## config.mk

```make
export PLATFORM = sky130hd
export DESIGN_NAME = fir_mac_seq
export DESIGN_NICKNAME = d
export VERILOG_FILES = /design/src/rtl/fir_mac_seq.sv
export SDC_FILE = /design/constraint.sdc
export NUM_CORES = 1
export LEC_CHECK = 0
export CELL_PAD_IN_SITES_DETAIL_PLACEMENT = 1
export CELL_PAD_IN_SITES_GLOBAL_PLACEMENT = 1
export CORE_AREA = 2 2 263 265
export DETAILED_ROUTE_END_ITERATION = 8
export DIE_AREA = 0 0 265 267
export PLACE_DENSITY_LB_ADDON = 0.1
export SLEW_MARGIN = 25
export SYNTH_ARGS = -nofsm -noshare
export SYNTH_HDL_FRONTEND = slang
export SYNTH_HIERARCHICAL = 1
export SYNTH_SLANG_ARGS = --single-unit
export TNS_END_PERCENT = 100
```

## constraint.sdc

```tcl
create_clock -name clk -period 19.7 [get_ports clk]
set_input_delay 2.955 -clock clk [delete_from_list [all_inputs] [get_ports clk]]
set_output_delay 2.955 -clock clk [all_outputs]
set_load 0.01 [all_outputs]
```

## src/rtl/fir_mac_seq.sv

```systemverilog
// Time-multiplexed Q15 FIR: one tap per clock through a single multiplier and a
// 16-bit wrapping accumulator, with a valid/ready handshake on each side.
module fir_tap (
  input  logic        clk,
  input  logic        rst_n,
  input  logic        shift,
  input  logic [15:0] din,
  input  logic        cwe,
  input  logic [15:0] cdin,
  output logic [15:0] x,
  output logic [15:0] c
);
  always_ff @(posedge clk or negedge rst_n) begin
    if (!rst_n) begin
      x <= '0;
      c <= '0;
    end else begin
      if (shift) x <= din;
      if (cwe)   c <= cdin;
    end
  end
endmodule

module fir_mac_seq #(
  parameter int TAPS = 8,
  parameter int AW   = $clog2(TAPS)
) (
  input  logic          clk,
  input  logic          rst_n,
  input  logic          coef_we,
  input  logic [AW-1:0] coef_addr,
  input  logic [15:0]   coef_wdata,
  input  logic          in_valid,
  output logic          in_ready,
  input  logic [15:0]   in_data,
  output logic          out_valid,
  input  logic          out_ready,
  output logic [15:0]   out_data,
  output logic          busy
);
  typedef enum logic [1:0] {IDLE, MAC, OUT} state_t;
  state_t state, state_nxt;

  logic [TAPS-1:0][15:0] xv, cv, xin;
  logic [AW-1:0]         idx;
  logic [15:0]           acc, sum;
  logic signed [30:0]    prod;
  logic                  accept, coef_wr, last;

  assign accept  = (state == IDLE) && in_valid;
  assign coef_wr = (state == IDLE) && coef_we;
  assign last    = (idx == AW'(TAPS - 1));
  assign xin     = {xv[TAPS-2:0], in_data};

  for (genvar k = 0; k < TAPS; k++) begin : g_tap
    fir_tap u_tap (
      .clk   (clk),
      .rst_n (rst_n),
      .shift (accept),
      .din   (xin[k]),
      .cwe   (coef_wr && (coef_addr == AW'(k))),
      .cdin  (coef_wdata),
      .x     (xv[k]),
      .c     (cv[k])
    );
  end

  // Only product bits [30:15] matter; bit 31 is discarded by design.
  assign prod = $signed(cv[idx]) * $signed(xv[idx]);
  assign sum  = acc + prod[30:15];

  always_ff @(posedge clk or negedge rst_n) begin
    if (!rst_n) state <= IDLE;
    else        state <= state_nxt;
  end

  always_comb begin
    state_nxt = state;
    case (state)
      IDLE:    if (in_valid)  state_nxt = MAC;
      MAC:     if (last)      state_nxt = OUT;
      OUT:     if (out_ready) state_nxt = IDLE;
      default:                state_nxt = IDLE;
    endcase
  end

  always_comb begin
    in_ready = 1'b0;
    busy     = 1'b0;
    case (state)
      IDLE:    in_ready = 1'b1;
      MAC:     busy     = 1'b1;
      OUT:     busy     = 1'b1;
      default: in_ready = 1'b0;
    endcase
  end

  always_ff @(posedge clk or negedge rst_n) begin
    if (!rst_n) begin
      acc       <= '0;
      idx       <= '0;
      out_data  <= '0;
      out_valid <= 1'b0;
    end else begin
      case (state)
        IDLE: if (accept) begin
          acc <= '0;
          idx <= '0;
        end
        MAC: begin
          acc <= sum;
          idx <= idx + AW'(1);
          if (last) begin
            out_data  <= sum;
            out_valid <= 1'b1;
          end
        end
        OUT: if (out_ready) out_valid <= 1'b0;
        default: ;
      endcase
    end
  end
endmodule

```

======== Word level (Yosys, flattened, before mapping) ========
Index checks and enable logic that the tools add are counted.
Widths: inputs -> output; s select.
storage, ports and cells
  flip-flop bits (word level) ............. 294
  bits in latches ......................... 0
  RAM bits ................................ 0
  memory bits (read-only) ................. 0
  input port bits ......................... 40
  output and inout port bits .............. 19
  logic and storage cells ................. 75
  memories kept ........................... 0
operators by class
  add/sub/neg operators ................... 2
  multipliers ............................. 1
  divide/modulo/power cells ............... 0
  magnitude comparators ................... 1
  equal/unequal tests ..................... 14
  shift operators ......................... 0
  muxes and demuxes ....................... 17
  bitwise logic cells ..................... 0
  reduce and logical (&&, ||, !) cells .... 19
operators by type and width
  cell                 number
  $bmux 16 s3          2
  $mux 16              3
  $pmux 16 s2          1
  $mul 16x16->31       1
  $add 16x16->16       1
  $eq 3x3->1 const B   5
  $logic_and 1x1->1    10
  $ne 2x2->1 const B   4
  $eq 3x2->1 const B   2
  $mux 2               3
  $pmux 2 s3           1
  $pmux 3 s2           1
  $reduce_and 3->1     2
  $lt 3x4->1 const B   1
  $mux 1               4
  $reduce_and 2->1     2
  $reduce_bool 2->1    2
  $add 3x1->3 const B  1
  $eq 3x1->1 const B   1
  $logic_not 3->1      1
  $mux 3               1
  $eq 2x1->1 const B   1
  $eq 2x2->1 const B   1
  $logic_not 2->1      1
  other kinds (2)      2

======== Longest topological paths before layout ========
Gate-level depths: netlist (run 1).
  depth in word-level cells ............... 5
  depth in mapped cells ................... 39
  gate-level depth less buffers ........... 35

======== Hierarchy ========
The synthesis (run 1) kept the hierarchy.
modules (own cells, without submodules)
  module       instances  cells an instance  area each (µm²)  seq. area each (µm²)
  fir_mac_seq  1          1373               13231.4          950.9
  fir_tap      8          68                 1298.7           800.8

======== Worst setup path after synthesis (run 1) ========
No wires, ideal clock.
  kind .................................... register to register
  from .................................... register idx[0]
  to ...................................... register out_data[15]
  setup time .............................. 0.131 ns
  arrival ................................. 8.907 ns
  data required time ...................... 19.569 ns
  slack ................................... 10.662 ns
  stages on the path, launching flop included .. 38
  path buffers ............................ 4
  clock period less this slack ............ 9.038 ns
  cell sequence ........................... dfrtp_1 > buf_4 > buf_2 > buf_2 > buf_2 > mux4_2 > mux2i_1 > nor2_1 > fa_1 > inv_1 > fa_1 > fa_1 > inv_1 > fa_1 > fa_1 > inv_1 > fa_1 > inv_1 > [2 not listed] > a21o_1 > a21oi_1 > o21ai_0 > nor2_1 > o21ai_1 > nor2_1 > nor2b_1 > or3_1 > and2_1 > ha_1 > o21a_1 > o21a_1 > o2111ai_1 > and4_1 > o41ai_1 > xnor2_1 > xor2_1 > o21ai_1
on the way
  word-level cells in the longest chain between the ends .. 4
RTL lines
  what                           line  text
  from (decl)                    45    logic [AW-1:0] idx;
  from (signal assigned)         112   idx <= idx + AW'(1);
  $bmux 16 s3                    69    assign prod = $signed(cv[idx]) * $signed(xv[idx]);
  $mux 16 (implied by the code)  69
  $mul 16x16->31                 69
  $add 16x16->16                 70    assign sum = acc + prod[30:15];
  to (signal assigned)           114   out_data <= sum;
  to (decl)                      38    output logic [15:0] out_data,
Parallel ways exist; a longest one is shown, timed or not. The select of a mux whose other input is x is not followed.
A chain may end at the register's enable or synchronous reset.

======== Worst setup path in the final report (run 1) ========
  from .................................... register idx[0]
  to ...................................... register out_data[14]
Same word-level chain as after synthesis.

==> results of run 1 <==
==> through the flow <==
step	area, µm²	util [%]
after floorplan	23600	-
after global placement	24900	36.7
after detailed placement	24900	36.7
after CTS	26100	38.4
after global routing	26200	38.5
final	26200	38.5
==> worst paths after layout <==
check / from / to / slack, ps / depth (start not counted)
max in group asynchronous: rst_n / idx[1]$_DFFE_PN0P_ / 15180 / 3
hold / removal: out_data[11]$_DFFE_PN0P_ / out_data[11]$_DFFE_PN0P_ / 480 / 2
setup reg to reg: idx[0]$_DFFE_PN0P_ / out_data[14]$_DFFE_PN0P_ / 9560 / 34
setup / recovery: idx[0]$_DFFE_PN0P_ / out_data[14]$_DFFE_PN0P_ / 9560 / 34
min in group asynchronous: rst_n / g_tap[1].u_tap/x[14]$_DFFE_PN0P_ / 2390 / 1
hold reg to reg: out_data[11]$_DFFE_PN0P_ / out_data[11]$_DFFE_PN0P_ / 480 / 2
==> area by class of cell <==
cell class,count,area [µm²]
clock buffers,50,1070
clock inverters,13,106
fillers,7237,41800
inverters,319,1200
multi-input cells,1230,14500
flip-flops and latches,294,7370
well taps,882,1100
repair buffers,91,873
==> layer usage <==
metal	share of wire, %	track usage, %	vias to the layer above
met4	1.6	3.77	2
met3	2.7	2.44	62
met1	45	23.3	7707
met2	51	31.7	135
li1	-	-	6316
met5	0.022	0	-
==> registers in the layout, summed over array words and instances (netlist names) <==
register,count
acc,16
g_tap.u_tap/c,128
g_tap.u_tap/x,128
idx,3
out_data,16
out_valid,1
state,2
==> kinds of logic after synthesis <==
group,after synthesis
DFF,294
xor gates and xnor gates,33
AOI/OAI and AO/OA,94
and+or+nand+nor,371
buffers and inverters,393
muxes,377
adders and majority gates,355
==> worst max-delay path, delay by kind of cell, from the launching register on <==
family | cells | cell delay [ps]
and+or+nand+nor | 8 | 1050
DFF | 1 | 840
xor gates and xnor gates | 1 | 120
buffers and inverters | 6 | 1170
adders and majority gates | 8 | 3600
AOI/OAI and AO/OA | 9 | 2390
muxes | 2 | 730
==> Yosys cell counts (4+ instances only) <==
cell type	instances
a21oi_1	19
nand2b_1	11
clkbuf_1	23
mux2i_1	24
o21a_1	6
nor2_1	143
buf_2	11
a22o_1	11
nor3_1	8
fa_1	256
inv_1	319
nand2_1	160
mux2_4	160
mux2_2	129
nor3b_1	5
o21ai_1	5
nor2b_1	4
o31ai_1	7
a21o_1	6
buf_12	16
or3_1	4
xor2_1	10
mux4_2	64
o21ai_0	18
xnor2_1	23
and2_1	11
ha_1	99
buf_1	7
dfrtp_1	294
buf_6	16
nand3_1	12
==> impl_results.rst, run 1 <==
.. list-table::
   :header-rows: 1

   * - Metric
     - Value
   * - Antenna violations before repair
     - 1
   * - Share of synthesized registers carrying an async set or reset
     - 100%
   * - Clock Latency Late Sink
     - between 500 and 600 ps
   * - Arithmetic-cell share of the synthesized area counting full adders, half adders and majority gates
     - 26.9%
   * - Horizontal die dimension
     - ~270 µm
   * - Dpl ws
     - between 9000 and 10000 ps
   * - Worst slew pin tran
     - slightly below 1000 ps
   * - Post-synth EDFFs
     - 0
   * - Post-CTS Repair Setup Buffers
     - 0
   * - Final Max Tran Viols
     - 0
   * - Setup repair after global routing missed its margin
     - false
   * - Synthesized netlist cell count
     - roughly 1900
   * - Net count after synthesis
     - about 2300
   * - Die Outline Area
     - ~0.071 mm²
   * - Synthesized cell area
     - about 0.024 mm²
   * - Flop and latch count out of synthesis
     - around 290
   * - Synth cell types
     - 55
   * - Most area-consuming cells after synthesis
     - dfrtp_1 31%, fa_1 22%, mux2_4 10%
   * - Kind of start point of the critical path
     - register
   * - Number of violations of the max-capacitance limit
     - 0
   * - Fraction of layout instances using a drive strength above 1
     - between 20% and 30%
   * - DR vias/cell
     - 4.94
   * - Drt total wl
     - roughly 60 mm
   * - Mux cell area share after synthesis
     - 23.4%
   * - Total of hold buffers inserted after clock tree synthesis
     - 0
   * - Final routed DRC violation total
     - 0
   * - Std-Cell Core Area
     - between 0.06 and 0.07 mm²
   * - Overall die height
     - between 200 and 300 µm
   * - Starting DRT DRC Count
     - ~540
   * - Number of cells upsized or downsized after cts
     - 0
   * - Maximum number of pins on one net before global-route repair
     - 86
   * - Maximum clock frequency
     - roughly 99 MHz
   * - Data required time at the worst endpoint
     - between 20000 and 25000 ps
   * - Largest fanout on the critical path
     - 35
   * - Final setup slack of the worst path
     - approximately 9600 ps
   * - Area share of the largest cell type after synthesis
     - about 31%
   * - Period Utilization, post-route
     - between 50 and 60%
   * - Run status
     - completed
   * - Min cycle time layout
     - just over 10000 ps
   * - Final antenna-violating net count
     - 0
   * - Hold violation count in the final report
     - 0
   * - Cell taking the most area after synthesis
     - dfrtp_1
   * - Layout net count
     - approximately 2400
   * - Leading cell types in the layout, fill and taps excluded
     - 319 x inv_1, 291 x dfrtp_1, 256 x fa_1, 160 x nand2_1, 160 x mux2_4
   * - Class of the tightest hold or removal check
     - register to register
   * - Maximum cell stage delay along the critical path
     - ~840 ps
   * - Number of I/O pins
     - 59
   * - Yosys warning total
     - 6
   * - Clock root cell
     - clkbuf_16
   * - Clock transition at path regs
     - 50 ps
   * - Critical Path Sink Type
     - register
   * - Total number of placement rows
     - 96
   * - Post-route worst hold slack
     - around 480 ps
   * - Xor-xnor portion of the synthesized cell area
     - 1.22%
   * - Critical path's most frequent cell
     - fa_1
   * - Critical path data arrival time
     - approximately 11000 ps
   * - Synth Area in Compound Gates
     - under 10%
   * - Dominant combinational cell family by area after synthesis
     - adder cells
   * - Instance count after placement with tap cells included
     - between 2000 and 3000
   * - Final-report setup violation count
     - 0
   * - Primary flip-flop cell chosen by synthesis mapping
     - dfrtp_1
   * - Count of port buffers added during placement
     - 58
   * - Gp weighted congestion
     - 0.783
   * - Wire length of the first global-routing pass
     - 97.6 mm
   * - H-tree level count
     - 2
   * - Most common cell after layout, fill and taps aside
     - inv_1
   * - Via count of the first global-routing pass
     - around 17000
   * - Synthesized-area fraction occupied by and/or/nand/nor cells
     - under 10%
   * - Cts bufs inserted
     - 37
   * - Overall overflow remaining after global route
     - 0
   * - Fin Clk Skew
     - around 34 ps
   * - Diode insertion count for antenna repair
     - 0
   * - Routed len/inst
     - ~21 µm
   * - Detail Placement HPWL
     - 44.2 mm
   * - Area growth from synthesis to layout
     - 10.8%
   * - Class of the most critical setup path
     - register to register
   * - TritonCTS clock tree
     - built
   * - CP max-delay cell
     - dfrtp_4
   * - Initial Util
     - approximately a third
   * - DRT Pass-1 Iters
     - 5
   * - Worst slew margin
     - between 30% and 40%
   * - Maximum buffer depth of the clock tree
     - 3
   * - Total number of clock tree sinks
     - between 200 and 300
   * - Number of vias in the routed layout
     - between 10000 and 15000
   * - Post-Layout Cell Count
     - between 2000 and 3000
   * - Aggregate global-route resource usage
     - between 10% and 20%
   * - Total negative slack
     - 0 ps
   * - Fraction of the yosys area taken by sequential cells
     - 31.1%
   * - Mean area per synthesized cell
     - 12.3 µm²
Power of run 1 is left out: the tool's default activity adds up to more than one toggle a clock period on the data nets, which glitch-free logic cannot reach.
==> run 2: changes to the inputs <==
clock period = 9.4 ns   (was 19.7 ns; I/O delays follow)
==> impl_results.rst, run 2 (synthesis results as in run 1) <==
.. list-table::
   :header-rows: 1

   * - Metric
     - Value
   * - Worst slew margin
     - ~32%
   * - Detail Placement HPWL
     - roughly 46 mm
   * - Critical path data arrival time
     - between 9000 and 10000 ps
   * - Routed len/inst
     - approximately 21 µm
   * - Via count of the first global-routing pass
     - between 15000 and 20000
   * - DR vias/cell
     - between 4 and 5
   * - Layout net count
     - 2423
   * - Class of the most critical setup path
     - register to register
   * - Number of vias in the routed layout
     - between 10000 and 15000
   * - Std-Cell Core Area
     - 0.0680 mm²
   * - Horizontal die dimension
     - 265 µm
   * - Diode insertion count for antenna repair
     - 0
   * - Data required time at the worst endpoint
     - 9840 ps
   * - Class of the tightest hold or removal check
     - register to register
   * - Fraction of layout instances using a drive strength above 1
     - 25.7%
   * - Total cell area at the placement stage
     - 0.0254 mm²
   * - Number of filler instances in the final layout
     - 7166
   * - Number of I/O pins
     - 59
   * - Critical Path Sink Type
     - register
   * - Clock transition at path regs
     - 60 ps
   * - Final core utilization
     - 39.6%
   * - Final-report setup violation count
     - 0
   * - Gp weighted congestion
     - between 0.8 and 0.9
   * - CP max-delay cell
     - fa_1
   * - Drt total wl
     - around 61 mm
   * - Maximum buffer depth of the clock tree
     - 3
   * - Clock root cell
     - clkbuf_16
   * - Crit path buf inv count
     - 6
   * - Overall die height
     - 267 µm
   * - TritonCTS clock tree
     - built
   * - Final routed DRC violation total
     - 0
   * - DRT Pass-1 Iters
     - 5
   * - Final setup slack of the worst path
     - around 530 ps
   * - Worst slew pin tran
     - 1020 ps
   * - Critical path's most frequent cell
     - fa_1
   * - Min cycle time layout
     - between 8000 and 9000 ps
   * - Total number of placement rows
     - 96
   * - Largest fanout on the critical path
     - 12
   * - H-tree level count
     - 2
   * - Hold violation count in the final report
     - 0
   * - Kind of start point of the critical path
     - register
   * - Wire length the detailed router placed on met1
     - about 27 mm
   * - Clock Latency Late Sink
     - roughly 560 ps
   * - Number of violations of the max-capacitance limit
     - 0
   * - Overall overflow remaining after global route
     - 0
   * - Fin Clk Skew
     - 12.9 ps
   * - Maximum number of pins on one net before global-route repair
     - 162
   * - Post-Layout Inst Area
     - 0.0269 mm²
   * - Period Utilization, post-route
     - 94.3%
   * - Aggregate global-route resource usage
     - 18.1%
   * - Starting DRT DRC Count
     - between 600 and 700
   * - Most common cell after layout, fill and taps aside
     - inv_1
   * - Cell family with most CP delay
     - adder cells
   * - Run status
     - completed
   * - Die Outline Area
     - approximately 0.07 mm²
   * - Dpl ws
     - approximately 110 ps
   * - Area growth from synthesis to layout
     - 13.9%
   * - Final Max Tran Viols
     - 0
   * - Maximum cell stage delay along the critical path
     - between 500 and 600 ps
   * - Initial Util
     - a little over a third
   * - Count of port buffers added during placement
     - 58
   * - Total of hold buffers inserted after clock tree synthesis
     - 0
   * - Maximum clock frequency
     - 113 MHz
   * - Antenna violations before repair
     - 1
   * - Total number of clock tree sinks
     - 294
   * - Wire length of the first global-routing pass
     - between 90 and 100 mm
   * - Routed met2 length
     - roughly 30 mm
   * - Final antenna-violating net count
     - 0
   * - Registers with the most flip-flops
     - g_tap.u_tap/c (128), g_tap.u_tap/x (128)
   * - Top routing layer used
     - met4
   * - Detail Route met3 WL
     - approximately 1.7 mm
   * - Leading cell types in the layout, fill and taps excluded
     - 319 x inv_1, 291 x dfrtp_1, 256 x fa_1, 167 x mux2_4, 160 x nand2_1
   * - Cts bufs inserted
     - 36
run 2: cell types whose count changed in the layout (fill, tap and decap cells not counted), sizes merged:
cell	delta
clkbuf	+1
clkinvlp	-2
bufinv	+4
clkinv	-1
inv	-2
buf	+56
run 2: path summary, 6_finish.rpt:
path,start,endpoint,slack [ps],cells after the start
max,idx[0]$_DFFE_PN0P_,out_data[13]$_DFFE_PN0P_,530,30
min,out_valid$_DFFE_PN0P_,out_valid$_DFFE_PN0P_,480,2
max reg2reg,idx[0]$_DFFE_PN0P_,out_data[13]$_DFFE_PN0P_,530,30
min reg2reg,out_valid$_DFFE_PN0P_,out_valid$_DFFE_PN0P_,480,2
max in group asynchronous,rst_n,idx[1]$_DFFE_PN0P_,7130,2
min in group asynchronous,rst_n,g_tap[0].u_tap/x[15]$_DFFE_PN0P_,780,1
run 2: what timing repair did:
| action | CTS | global route |
|---|---|---|
| buffers inserted | 0 | 19 |
| gates resized for setup | 0 | 22 |
| setup endpoints to repair | 0 | 14 |
run 2: area by class of cell:
cell class                      instances  area, µm²  area share [%]
Tap cell                              882       1100            4.10
Sequential cell                       294       7370            27.4
Inverter                              319       1200            4.45
Timing Repair Buffer                  147       1450            5.37
Multi-Input combinational cell       1230      14500            54.1
Clock buffer                           51       1050            3.90
Clock inverter                         12        200           0.744
run 2: worst reg2reg max path: cells and delay by family (launching register included):
kind	cells	cell delay, ps
adder cells (fa/ha/maj)	8	3600
AND/OR/NAND/NOR	8	1780
multiplexers	3	1170
buffers and inverters	6	870
AO/OA/AOI/OAI	3	560
flip-flops	1	430
XOR/XNOR	2	320
run 2: layer usage:
layer / track usage [%] / vias up
met5: 0 / -
met4: 4.31 / 0
met3: 2.22 / 68
met2: 31.3 / 172
met1: 24.0 / 7709
li1: - / 6433
run 2: through the flow:
stage,hold slack (ps),TNS (ps),cells
after CTS,489,0,2916
after global routing,517,-14.4,2935
after global placement,473,0,2853
after detailed placement,475,0,2853
after floorplan,455,0,1917
final,482,0,2935
Power of run 2 is left out for the same reason.
==> run 3: changes to the inputs <==
CORE_AREA = 3 3 264 266   (was 2 2 263 265)
DIE_AREA = 0 0 267 269   (was 0 0 265 267)
==> impl_results.rst, run 3 (synthesis results as in run 1) <==
.. list-table::
   :header-rows: 1

   * - Metric
     - Value
   * - Run status
     - completed
   * - Fraction of layout instances using a drive strength above 1
     - between 20% and 30%
   * - Worst slew margin
     - a little under two fifths
   * - Registers with the most flip-flops
     - g_tap.u_tap/c (128), g_tap.u_tap/x (128)
   * - Sequential Area
     - 0.00737 mm²
   * - Maximum clock frequency
     - around 110 MHz
   * - Wire length the detailed router placed on met1
     - 27.9 mm
   * - Total number of placement rows
     - 95
   * - Number of violations of the max-capacitance limit
     - 0
   * - Std-Cell Core Area
     - 0.0673 mm²
   * - Area of the multi-input gates
     - around 0.015 mm²
   * - Critical Path Sink Type
     - register
   * - Min cycle time layout
     - between 8000 and 9000 ps
   * - DR vias/cell
     - 4.95
   * - Worst r2r path cells
     - 33
   * - Critical path's most frequent cell
     - fa_1
   * - TritonCTS clock tree
     - built
   * - Leading cell types in the layout, fill and taps excluded
     - 319 x inv_1, 291 x dfrtp_1, 256 x fa_1, 161 x mux2_4, 159 x nand2_1
   * - Critical path data arrival time
     - between 9000 and 10000 ps
   * - Detail Route met3 WL
     - approximately 1.8 mm
   * - Final routed DRC violation total
     - 0
   * - Starting DRT DRC Count
     - roughly 730
   * - Maximum number of pins on one net before global-route repair
     - around 160
   * - Hold violation count in the final report
     - 0
   * - Post-route worst hold slack
     - 477 ps
   * - Aggregate global-route resource usage
     - between 15 and 20%
   * - Number of I/O pins
     - slightly below 60
   * - Most common cell after layout, fill and taps aside
     - inv_1
   * - Total number of clock tree sinks
     - between 200 and 300
   * - Routed met2 length
     - about 29 mm
   * - Via count of the first global-routing pass
     - 16600
   * - Setup crit end
     - out_data[13]$_DFFE_PN0P_
   * - Maximum cell stage delay along the critical path
     - 540 ps
   * - Fin Clk Skew
     - 28.5 ps
   * - Register-to-register path setup slack
     - about 470 ps
   * - Startpoint of the worst-slack reg-to-reg timing path
     - idx[0]$_DFFE_PN0P_
   * - Routed len/inst
     - a little over 20 µm
   * - Total of hold buffers inserted after clock tree synthesis
     - 0
   * - Drt total wl
     - ~60 mm
   * - Count of port buffers added during placement
     - slightly below 60
   * - CP max-delay cell
     - fa_1
   * - Cts bufs inserted
     - 37
   * - Antenna violations before repair
     - 1
   * - Initial Util
     - about a third
   * - Largest fanout on the critical path
     - 9
   * - Clock Latency Late Sink
     - about 570 ps
   * - Die Outline Area
     - about 0.072 mm²
   * - Top routing layer used
     - met5
   * - Clock root cell
     - clkbuf_16
   * - Launch point of the worst path
     - idx[0]$_DFFE_PN0P_
   * - DRT Pass-1 Iters
     - 5
   * - H-tree level count
     - 2
   * - Worst slew pin tran
     - ~930 ps
   * - Kind of start point of the critical path
     - register
   * - Number of vias in the routed layout
     - between 10000 and 15000
   * - Area growth from synthesis to layout
     - 13.0%
   * - Diode insertion count for antenna repair
     - 0
   * - Detail Placement HPWL
     - roughly 46 mm
   * - Final Max Tran Viols
     - 0
   * - Class of the tightest hold or removal check
     - register to register
   * - Maximum buffer depth of the clock tree
     - 3
   * - Class of the most critical setup path
     - register to register
   * - Final antenna-violating net count
     - 0
   * - Horizontal die dimension
     - about 270 µm
   * - Number of filler instances in the final layout
     - around 7000
   * - Period Utilization, post-route
     - ~95%
   * - Clock transition at path regs
     - about 60 ps
   * - Data required time at the worst endpoint
     - between 9000 and 10000 ps
   * - Overall overflow remaining after global route
     - 0
   * - Overall die height
     - between 200 and 300 µm
   * - Layout net count
     - roughly 2400
   * - Final-report setup violation count
     - 0
   * - Wire length of the first global-routing pass
     - just under 100 mm
   * - Endpoint of the worst register-to-register path
     - out_data[13]$_DFFE_PN0P_
   * - Gp weighted congestion
     - 0.828
## run 3: changes by cell type in the layout (fill, tap and decap cells not counted), sizes merged
cell / delta
buf: -12
bufinv: -4
clkbuf: +5
inv: +1
## run 3: worst max-delay path, delay by kind of cell, from the launching register on
family / cells / cell delay [ps]
AO/OA/AOI/OAI: 8 / 1280
AND/OR/NAND/NOR: 8 / 1700
XOR/XNOR: 1 / 170
buffers and inverters: 5 / 460
adder cells (fa/ha/maj): 8 / 3560
multiplexers: 3 / 1120
flip-flops: 1 / 510
## run 3: layer usage
layer | GRT usage (%) | vias up
li1 | - | 6408
met1 | 24.3 | 7778
met2 | 30.1 | 161
met3 | 2.37 | 75
met4 | 4.09 | 2
met5 | 0 | -
## run 3: repair_timing
action	CTS	global route
resized for setup	1	18
endpoints found under the setup margin	7	10
pin swaps	0	7
buffers inserted	6	8
## run 3: worst min path at each step
stage	startpoint	end	slack, ps	cells after the start
after floorplan	acc[8]$_DFFE_PN0P_	acc[8]$_DFFE_PN0P_	460	2
after global placement	out_data[11]$_DFFE_PN0P_	out_data[11]$_DFFE_PN0P_	460	2
after detailed placement	out_data[11]$_DFFE_PN0P_	out_data[11]$_DFFE_PN0P_	470	2
after CTS	out_data[11]$_DFFE_PN0P_	out_data[11]$_DFFE_PN0P_	480	2
after global routing	g_tap[7].u_tap/x[5]$_DFFE_PN0P_	g_tap[7].u_tap/x[5]$_DFFE_PN0P_	520	1
final	out_data[11]$_DFFE_PN0P_	out_data[11]$_DFFE_PN0P_	480	2
## run 3: cell type report
class	instances	area share [%]
multi-input combinational	1230	54.4
clock inverter	9	0.277
sequential	294	27.6
inverter	319	4.49
timing repair buffer	135	4.84
tap	873	4.09
clock buffer	56	4.34
## run 3: metrics by stage
stage	instance area [µm²]	cells	util, %	worst slack (ps)	TNS [ps]
after floorplan	23600	1917	-	362	0
after global placement	25300	2837	37.5	-76.5	-280
after detailed placement	25300	2837	37.5	-208	-786
after CTS	26500	2908	39.5	106	0
after global routing	26700	2916	39.7	-44.5	-174
final	26700	2916	39.7	472	0
Power of run 3 is left out for the same reason.
==> variant 1, RTL diff (config.mk and constraints of run 3) <==
The 3 states of `state_t` get a one-hot encoding in 3 bits.
--- a/src/rtl/fir_mac_seq.sv
+++ b/src/rtl/fir_mac_seq.sv
@@ -39,5 +39,5 @@
   output logic          busy
 );
-  typedef enum logic [1:0] {IDLE, MAC, OUT} state_t;
+  typedef enum logic [2:0] {IDLE = 3'b001, MAC = 3'b010, OUT = 3'b100} state_t;
   state_t state, state_nxt;
 
Formal check against the unedited RTL: no difference found for any inputs over 4 cycles, from zero or initial values and one cycle with rst_n low; so few cycles prove little.
==> variant 1 against run 3 <==
- first-iteration DRC count fell by 15%
- wire length rose by 4.1%
- final area rose by 0.33%
- setup slack improved by 0.079 ns
- non-clock buffer count rose by 11
- sequential cell count rose by 1
- area after synthesis barely moved
- highest routed layer is now met4
Power is left out: the tool's default activity adds up to more than one toggle a clock period on the data nets, which glitch-free logic cannot reach.
==> variant 1: results (changes against run 3) <==
| Metric | Value |
|---|---|
| Crit. End Element | `flip-flop` |
| Most frequent cells after synthesis | `305 x inv_1, 294 x dfrtp_1, 256 x fa_1` |
| Worst Setup SP | `idx[0]` |
| Hold path start | `out_data[5]` |
| Synth Area in Adders | `0.268 (-0.00155)` |
| Reg2Reg Capture Point | `out_data[15]` |
| GRT met1 Usage | `0.261 (+0.0183)` |
| Crit path largest cell delay | `0.53 ns` |
| WL met3 | `1930 um (+4.5%)` |
| Seq/Total Area, Yosys | `0.313 (+0.00116)` |
| Slew HR | `0.333 (-0.0492)` |
| 1st-iter DRT viols | `615 (-15%)` |
| Cell taking the most area after synthesis | `dfrtp_1` |
| Top sig layer | `met4` |
| Hold path cells | `2 (unchanged)` |
| Post-synthesis cell type count | `59 (+7.3%)` |
| Ranking of synthesized cells by area | `dfrtp_1 31%, fa_1 22%, mux2_4 10%` |
| Fraction of synthesized area in multiplexers | `0.231 (-0.00314)` |
| Share of layout cells above drive strength 1 | `0.253 (-0.00344)` |
| DP Wirelength | `47800 um (+3.4%)` |
| Port bufs | `58 (unchanged)` |
| Global-route wire length before repair | `101000 um (+2.9%)` |
| TritonCTS Buffers | `36 (-2.7%)` |
| H-tree Lvls | `2 (unchanged)` |
| Synth Warn # | `6 (unchanged)` |
| M2 GR Usage | `0.300 (-0.00183)` |
| Routed length on met1 | `30100 um (+8.0%)` |
| Largest net degree at the start of global routing | `133 (-16%)` |
| Total track usage | `0.184 (+0.00691)` |
| Skew final | `0.0263 ns (-0.00228 ns)` |
| Clock slew at reported path FFs | `0.06 ns (about the same)` |
| Final cell count without fillers | `2929 (+0.45%)` |
| Worst Reg-to-Reg Cells | `32 (-3.0%)` |
| Placer congestion estimate | `0.829 (about the same)` |
| Final net count | `2419 (+0.29%)` |
| WL final | `63000 um (+4.1%)` |
| Hold slack | `0.482 ns (+0.00483 ns)` |
| Hold endpoint | `out_data[5]` |
| Initial antenna violation count | `4 (+3)` |
| Maximum fanout along the worst path | `12 (+3)` |
| Met3 usage | `0.0261 (+0.00237)` |
| Met2 wire length | `29600 um (+0.40%)` |
| Worst min-delay path class | `flip-flop to flip-flop` |
| Number of global-route vias before repair | `16635 (-0.036%)` |
| Clock buffer depth | `3 (unchanged)` |
| Synth Area in XOR/XNOR | `0.0156 (+0.00334)` |
| Compound-gate portion of the synthesized area | `0.0271 (-0.000102)` |
| Slowest cell on crit path | `dfrtp_4` |
| Top Registers | `g_tap.u_tap/c x128, g_tap.u_tap/x x128` |
| Run status | `finished, final reports clean` |
| DRT Pass-1 Iters | `4 (-1)` |
| Delay-heaviest family, CP | `adder cells` |
| Critical Path AT | `9.26 ns (-0.10 ns)` |
| Routed vias | `14364 (-0.42%)` |
| R2r setup slk | `0.55 ns (+0.08 ns)` |
| Gate count after technology mapping | `1920 (+0.16%)` |
-- variant 1: cell type report --
class	count	area, um^2
clock buffers	57	1080
multi-input cells	1242	14500
flip-flops and latches	295	7390
inverters	306	1160
diodes	1	2.50
repair buffers	146	1410
well taps	873	1090
clock inverters	9	125
fillers	7154	40500
-- variant 1: worst reg2reg max path: cells and delay by family, from the launching register on --
kind | cells | cell delay [ns]
DFF | 1 | 0.53
xor gates and xnor gates | 2 | 0.36
AOI/OAI and AO/OA | 10 | 2.06
and+or+nand+nor | 3 | 0.39
buffers and inverters | 7 | 0.97
muxes | 2 | 0.91
adders and majority gates | 8 | 3.49
-- variant 1: repair_timing --
item | 4_1_cts | 5_1_grt
endpoints found under the setup margin | 0 | 13
resized for setup | 0 | 21
setup buffers | 0 | 11
-- variant 1: per-stage QoR --
stage | worst slack (ns) | instance area, um^2
after global routing | -0.00542 | 26800
final | 0.551 | 26800
after detailed placement | 0.190 | 25400
after floorplan | 0.103 | 23600
after global placement | 0.225 | 25300
after CTS | 0.148 | 26600
==> variant 2, RTL diff (settings of run 3) <==
Without the edit above. Change the parameter `TAPS` from 8 to 16.
--- a/src/rtl/fir_mac_seq.sv
+++ b/src/rtl/fir_mac_seq.sv
@@ -23,5 +23,5 @@
 
 module fir_mac_seq #(
-  parameter int TAPS = 8,
+  parameter int TAPS = 16,
   parameter int AW   = $clog2(TAPS)
 ) (
Interface: changed (resized coef_addr); port bits go from 59 to 60. No check against the original RTL was run, so the function may have changed too.
==> variant 2 against run 3 <==
- sequential cell count up 257
- area after synthesis up 54%
- final area up 54%
- setup slack worse by 0.33 ns
- count of clock-buffer cells in the layout up 30
- wire length up 57%
Power is left out: the tool's default activity adds up to more than one toggle a clock period on the data nets, which glitch-free logic cannot reach.
==> variant 2: results (changes against run 3) <==
| Metric | Value |
|---|---|
| Worst min-delay path class | `flip-flop to flip-flop` |
| Port bufs | `59 (+1.7%)` |
| Slowest cell on crit path | `mux4_2` |
| Global-route wire length before repair | `145000 um (+48%)` |
| Total track usage | `0.263 (+0.0857)` |
| Slew HR | `0.288 (-0.0936)` |
| Number of global-route vias before repair | `24823 (+49%)` |
| Share of layout cells above drive strength 1 | `0.364 (+0.108)` |
| Root Buffer | `clkbuf_16` |
| Post-synthesis cell type count | `57 (+3.6%)` |
| Syn nets | `3047 (+32%)` |
| Hold path cells | `2 (unchanged)` |
| Worst Reg-to-Reg Cells | `37 (+12%)` |
| Routed vias | `21608 (+50%)` |
| Top Registers | `g_tap.u_tap/c x256, g_tap.u_tap/x x256` |
| Final instance area | `41200 um^2 (+54%)` |
| Critical Path AT | `9.72 ns (+0.36 ns)` |
| Placer congestion estimate | `0.880 (+6.2%)` |
| Reg2Reg Capture Point | `acc[15]` |
| 1st-iter DRT viols | `1074 (+48%)` |
| Async set-reset flop share out of synthesis | `1.00 (unchanged)` |
| R2r setup slk | `0.14 ns (-0.33 ns)` |
| Count of final max-slew check failures | `0 (unchanged)` |
| Seq/Total Area, Yosys | `0.380 (+0.0681)` |
| DRT Pass-1 Iters | `5 (unchanged)` |
| Hold endpoint | `out_data[13]` |
| Ranking of synthesized cells by area | `dfrtp_1 38%, fa_1 14%, mux2_4 13%` |
| Synth Warn # | `6 (unchanged)` |
| Skew final | `0.0330 ns (+0.00444 ns)` |
| H-tree Lvls | `2 (unchanged)` |
| Largest net degree at the start of global routing | `197 (+25%)` |
| WL final | `94800 um (+57%)` |
| WL met3 | `3880 um (+110%)` |
| Final net count | `3241 (+34%)` |
| R2r startpoint | `idx[0]` |
| Placed Area | `38100 um^2 (+51%)` |
| Crit path largest cell delay | `0.60 ns (+0.06 ns)` |
| Delay-heaviest family, CP | `adder cells` |
| Top sig layer | `met5` |
| Initial antenna violation count | `2 (+1)` |
| Clock slew at reported path FFs | `0.06 ns (about the same)` |
| DP Wirelength | `62400 um (+35%)` |
| Layout filler cell count | `6322 (-11%)` |
| Antenna Cells | `0 (unchanged)` |
| Hold path start | `out_data[13]` |
| Clock buffer depth | `3 (unchanged)` |
| Most frequent cells after synthesis | `551 x dfrtp_1, 320 x mux2_4, 307 x inv_1` |
| Clk_lat worst skew | `0.63 ns (+0.06 ns)` |
| Run status | `finished, final reports clean` |
| Maximum fanout along the worst path | `7 (-2)` |
| Routed length on met1 | `39400 um (+41%)` |
| TritonCTS Buffers | `57 (+54%)` |
| Met2 wire length | `49500 um (+68%)` |
[variant 2: cell count changes in the layout (fill, tap and decap cells not counted), moves of 16 or more]
cell       before  now
dfrtp_1       291  547
mux2_4        161  321
buf_4          66  164
mux2_2        128  210
mux4_2         64  134
nor2b_1         3   29
o21ai_0        17   40
clkbuf_16      38   60
inv_1         319  300
buf_12         10   26
[variant 2: area by class of cell]
class                      count  area share
multi-input combinational   1651       0.494
sequential                   551       0.335
timing repair buffer         278      0.0684
clock buffer                  86      0.0400
inverter                     307      0.0282
tap                          873      0.0265
clock inverter                19     0.00708
[variant 2: per-stage QoR]
step	hold slack, ns	worst slack, ns	TNS (ns)	instances
final	0.487	0.144	0	3765
after CTS	0.491	0.00796	0	3708
after global placement	0.467	0.0459	0	3588
after detailed placement	0.475	-0.222	-0.408	3588
after global routing	0.510	-0.197	-0.874	3765
after floorplan	0.456	0.0268	0	2652
[variant 2: tightest hold or removal path, cell delays in order, from the launching register on]
cell and delay, ns:
dfrtp_1 0.34, nand2_1 0.05, o21ai_0 0.06
[variant 2: worst max path at each step]
stage                start           end  slack [ns]  cells past startpoint
global placement    idx[1]       acc[15]        0.05                     35
detailed placement  idx[1]       acc[15]       -0.22                     37
finish              idx[0]       acc[15]        0.14                     37
CTS                 idx[0]       acc[15]       0.008                     39
global route        idx[0]  out_data[15]       -0.20                     37
floorplan           idx[0]       acc[15]        0.03                     38
[variant 2: per-layer routing]
layer  global-route usage  vias to the layer above
met4               0.0594                        2
met1                0.343                    11748
met5                    0                        -
li1                     -                     9333
met2                0.466                      396
met3               0.0440                      129
[variant 2: logic make-up after synthesis]
logic type / after synthesis / synth area share
multiplexers: 692 / 0.291
flip-flops: 551 / 0.380
buffers and inverters: 450 / 0.0700
AND/OR/NAND/NOR: 424 / 0.0512
adder cells (fa/ha/maj): 354 / 0.175
AO/OA/AOI/OAI: 144 / 0.0242
XOR/XNOR: 37 / 0.00892
[variant 2: what timing repair did]
| action | 4_1_cts | 5_1_grt |
|---|---|---|
| gates cloned | 1 | 6 |
| setup buffers | 14 | 47 |
| setup endpoints to repair | 5 | 13 |
| pin swaps | 3 | 40 |
| resized for setup | 4 | 86 |
